File: src/rtl/serial_adder_n.sv
// Digit-serial adder: adds a + b + cin, DIGIT bits per clock, LSB first, start/busy/done handshake.
// Optional signed-overflow output enabled by defining SERADD_OVF_EN.
module serial_adder_n #(
    parameter int WIDTH = 8,
    parameter int DIGIT = 1
) (
    input  logic             clk,
    input  logic             rst_n,
    input  logic             start,
    input  logic [WIDTH-1:0] a,
    input  logic [WIDTH-1:0] b,
    input  logic             cin,
    output logic             busy,
    output logic             done,
    output logic [WIDTH-1:0] sum,
    output logic             cout
`ifdef SERADD_OVF_EN
    ,
    output logic             ovf
`endif
);

    localparam int N  = WIDTH / DIGIT;
    localparam int CW = (N > 1) ? $clog2(N) : 1;

    localparam logic [0:0] IDLE = 1'b0;
    localparam logic [0:0] RUN  = 1'b1;

    generate
        if (WIDTH < 1 || DIGIT < 1 || (WIDTH % DIGIT) != 0) begin : g_param_check
            $error("serial_adder_n: DIGIT must be >= 1 and divide WIDTH exactly");
        end
    endgenerate

    logic [0:0]       state;
    logic [CW-1:0]    cnt;
    logic [WIDTH-1:0] op_a;
    logic [WIDTH-1:0] op_b;
    logic [WIDTH-1:0] res;
    logic             carry;

    logic [DIGIT:0]   dsum;
    logic [WIDTH-1:0] dig_w;
    logic [WIDTH-1:0] res_next;

    // Operands shift right each cycle, so the current digit is always at the bottom.
    always_comb begin
        dsum = {1'b0, op_a[DIGIT-1:0]} + {1'b0, op_b[DIGIT-1:0]} + {{DIGIT{1'b0}}, carry};
        dig_w = '0;
        dig_w[WIDTH-DIGIT +: DIGIT] = dsum[DIGIT-1:0];
        res_next = (res >> DIGIT) | dig_w;
    end

`ifdef SERADD_OVF_EN
    // Carry into the MSB recovered from its sum bit: s = a ^ b ^ c_in.
    logic msb_cin;
    assign msb_cin = dsum[DIGIT-1] ^ op_a[DIGIT-1] ^ op_b[DIGIT-1];
`endif

    assign busy = (state == RUN);

    always_ff @(posedge clk or negedge rst_n) begin
        if (!rst_n) begin
            state <= IDLE;
            cnt   <= '0;
            op_a  <= '0;
            op_b  <= '0;
            res   <= '0;
            carry <= 1'b0;
            done  <= 1'b0;
            sum   <= '0;
            cout  <= 1'b0;
`ifdef SERADD_OVF_EN
            ovf   <= 1'b0;
`endif
        end else begin
            done <= 1'b0;
            case (state)
                IDLE: begin
                    if (start) begin
                        op_a  <= a;
                        op_b  <= b;
                        carry <= cin;
                        cnt   <= '0;
                        res   <= '0;
                        state <= RUN;
                    end
                end
                RUN: begin
                    op_a  <= op_a >> DIGIT;
                    op_b  <= op_b >> DIGIT;
                    carry <= dsum[DIGIT];
                    res   <= res_next;
                    if (cnt == CW'(N - 1)) begin
                        state <= IDLE;
                        done  <= 1'b1;
                        sum   <= res_next;
                        cout  <= dsum[DIGIT];
`ifdef SERADD_OVF_EN
                        ovf   <= msb_cin ^ dsum[DIGIT];
`endif
                    end else begin
                        cnt <= cnt + CW'(1);
                    end
                end
                default: state <= IDLE;
            endcase
        end
    end

endmodule

File: config.mk
export PLATFORM = sky130hd
export DESIGN_NAME = serial_adder_n
export DESIGN_NICKNAME = d
export VERILOG_FILES = /design/src/rtl/serial_adder_n.sv
export SDC_FILE = /design/constraint.sdc
export NUM_CORES = 1
export LEC_CHECK = 0
export BUFFER_PORTS_ARGS = -buffer_cell sky130_fd_sc_hd__buf_2
export CORE_ASPECT_RATIO = 0.5
export CORE_MARGIN = 8
export CORE_UTILIZATION = 54
export DETAILED_ROUTE_END_ITERATION = 16
export PLACE_DENSITY = 0.76
export RECOVER_POWER = 50
export SLEW_MARGIN = 20
export SYNTH_ARGS = -nofsm -noshare
export SYNTH_HDL_FRONTEND = slang
export SYNTH_SLANG_ARGS = --single-unit
File: constraint.sdc
create_clock -name clk -period 2.05 [get_ports clk]
set_clock_uncertainty 0.2 [all_clocks]
set_input_delay 0.1025 -clock clk [delete_from_list [all_inputs] [get_ports clk]]
set_output_delay 0.1025 -clock clk [all_outputs]
set_load 0.005 [all_outputs]
==> flow_summary.yaml <==
worst_setup_path:
  endpoint_kind: "register"
  crit_slowest_cell: "dfrtp_1"
  cp_data_required_time_ps: 2030
  rr_startpoint: "cnt[0]$_DFFE_PN0P_"
  path_common_cell: "ha_1"
  regToRegEndpoint: "cnt[1]$_DFFE_PN0P_"
  reg2reg_depth: 4
  path_class: "reg -> reg"
  cp.arrival_ps: 1750
  cp-start-kind: "register"
  slowest_delay_ps: 410
  crit_fanout: 5
  r2r_slack_ps: 280
  crit_chain: "ha_1 -> ha_1 -> mux2_1 -> a22o_1"
synthesis:
  yosys-top-cells-count: "38 x dfrtp_1, 18 x mux2i_1, 18 x nand2_1, 16 x o21ai_0, 9 x mux2_4"
  syn_area_per_cell_sq_um: 12.7
  ys_async_sr_fraction_pct: 100
  synthTopCellsByArea: "dfrtp_1 57%, mux2i_1 11%, mux2_4 8.1%, o21ai_0 4.8%, nand2_1 4.1%"
  synth_seq_cells: 38
  syn_inst: 131
  synth_top_area_share_pct: 57.2
  netlist_area_sq_um: 1660
  synth_top_cell_by_area: "dfrtp_1"
  yosysWarnings: 0
  ys_types: 21
  yosysMostFrequentCell: "dfrtp_1"
  syn_nets: 154
  synth-edff-count: 0
  synth-main-ff-cell: "dfrtp_1"
  ys_seq_area_share_pct: 57.2
detailed_routing:
  dr.pass1.iters: 4
  drt_iter0_markers: 28
  drc: 0
  avgRoutedWirePerCell_um: 13.7
  routed_wl_um: 3050
  vias: 1108
  via_per_inst: 4.99
  final_antenna_net_count: 0
final_layout:
  syn_to_final_growth_pct: 25.5
  multi_input_area_sq_um: 652
  nets: 205
  stdcell_count: 222
  antenna_cells_inserted: 0
  fillers: 218
  seqCellArea_sq_um: 951
  drive_above_1_share_pct: 25.3
hold_path:
  hold_path_end: "busy$_DFF_PN0_"
  hold_depth: 3
  min_path_type: "in -> reg"
  min-delay-start: "start"
cts:
  clkTransAtPathRegs_ps: 70
  cts.path.max_buffers: 2
  numCtsBuffers: 5
  cts_root_buf: "clkbuf_8"
  cts_setup_buffers: 0
  cts_resized: 0
  ctsHtreeMaxLevel: 2
  cts_tree: "done"
  clock_sinks: 38
  worstSkewPairLatency_ps: 280
  holdBufCountCts: 18
place:
  io_buffers: 30
  dp.cells: 197
  gp_congestion: 0.733
  hpwl_um: 1990
timing:
  final_hold_viol_count: 0
  min_period_over_period_pct: 86.4
  setup_tns_ps: 0
  worst_pin_slew_ps: 907
  relSlewSlack_pct: 39.5
  fmax_ghz: 0.565
  maxSlewViolCount: 0
  setup_viol: 0
  min_period_ps: 1770
  rsz0062_at_grt: "false"
floorplan:
  dieHeight_um: 55.2
  io_pins: 31
  die_area_sq_um: 5220
  die_w_um: 94.5
  coreArea_sq_um: 2960
  num_rows: 14
  start_util_pct: 56.2
grt:
  grt_max_degree: 39
  gr-total-overflow: 0
  grt_pass1_vias: 1173
  grt_first_pass_wirelength_um: 5500
  grt_use_total_pct: 13.5
  antenna_found_initial: 0
job:
  drv_cap: 0
power_and_ir_drop:
  vdd_drop_max_uv: 623
  leakagePower_nw: 1.07
  power_density_nw_per_um2: 1270
status:
  run_status: "finished, final reports clean"
[layer usage]
layer	vias to the layer above	track usage, %	share of wire, %
met5	-	0	0
met2	26	18.9	45
met3	4	4.85	6.0
li1	559	-	-
met4	0	9.03	1.4
met1	519	17.0	47
[cell type report]
| class | instances | area share, % |
|---|---|---|
| timing repair buffer | 52 | 16.7 |
| inverter | 2 | 0.360 |
| clock inverter | 2 | 0.480 |
| sequential | 38 | 45.6 |
| multi-input combinational | 83 | 31.2 |
| tap | 40 | 2.40 |
| clock buffer | 5 | 3.30 |
[cell families after synthesis]
group                      synth area share (%)
DFF                                        57.2
muxes                                      20.3
AOI/OAI and AO/OA                          9.10
and+or+nand+nor                            6.70
buffers and inverters                      3.46
adders and majority gates                  2.71
xor gates and xnor gates                  0.527
[worst max-delay path by stage]
| stage | from | end | slack [ps] | cells after the start |
|---|---|---|---|---|
| after floorplan | cnt[0]$_DFFE_PN0P_ | cnt[1]$_DFFE_PN0P_ | 350 | 4 |
| after global placement | cnt[0]$_DFFE_PN0P_ | cnt[1]$_DFFE_PN0P_ | 330 | 4 |
| after detailed placement | cnt[0]$_DFFE_PN0P_ | cnt[1]$_DFFE_PN0P_ | 280 | 4 |
| after CTS | cnt[0]$_DFFE_PN0P_ | cnt[1]$_DFFE_PN0P_ | 280 | 4 |
| after global routing | cnt[0]$_DFFE_PN0P_ | cnt[1]$_DFFE_PN0P_ | 230 | 4 |
| final | cnt[0]$_DFFE_PN0P_ | cnt[1]$_DFFE_PN0P_ | 280 | 4 |
[metrics by stage]
step | power [mW] | worst slack [ps] | cell area, sq um | hold slack [ps] | util, %
5_1_grt | 2.88 | 233 | 2090 | 99.5 | 70.5
6_report | 2.65 | 279 | 2090 | 74.2 | 70.5
4_1_cts | 2.72 | 280 | 2100 | 75.8 | 71.0
3_3_place_gp | 2.16 | 330 | 1840 | 47.1 | 62.3
2_1_floorplan | 1.93 | 352 | 1660 | -393 | -
3_5_place_dp | 2.21 | 279 | 1840 | 47.2 | 62.3
[critical path: cells and delay by family, from the launching register on]
| kind | cells | cell delay (ps) |
|---|---|---|
| flops | 1 | 410 |
| mux | 1 | 340 |
| compound gates | 1 | 220 |
| fa+ha+maj | 2 | 500 |
[cell usage in the layout (no fill, tap or decap), drive strengths merged]
| cell type | netlist | layout |
|---|---|---|
| dfrtp | 38 | 38 |
| buf | 7 | 27 |
| nand2 | 19 | 19 |
| mux2i | 18 | 18 |
| dlygate4sd3 | 0 | 18 |
| o21ai | 18 | 18 |
| clkbuf | 1 | 12 |
| mux2 | 11 | 11 |
| a22o | 7 | 7 |
| nor2 | 3 | 3 |
| nand2b | 3 | 3 |
| inv | 2 | 2 |
| ha | 2 | 2 |
| clkinv | 0 | 2 |
| xnor2 | 1 | 1 |
| fa | 1 | 1 |
[sequential cells by signal, summed over array words and instances, names as in the netlist]
register,count
busy,1
carry,1
cnt,3
cout,1
done,1
op_a,8
op_b,8
res,7
sum,8
[power by group]
group          switching (mW)  internal [mW]  total (mW)
logic                   0.402          0.520       0.921
registers               0.207           1.05        1.26
clock network           0.246          0.228       0.474
Note: power is estimated with default switching activity, not from simulation.
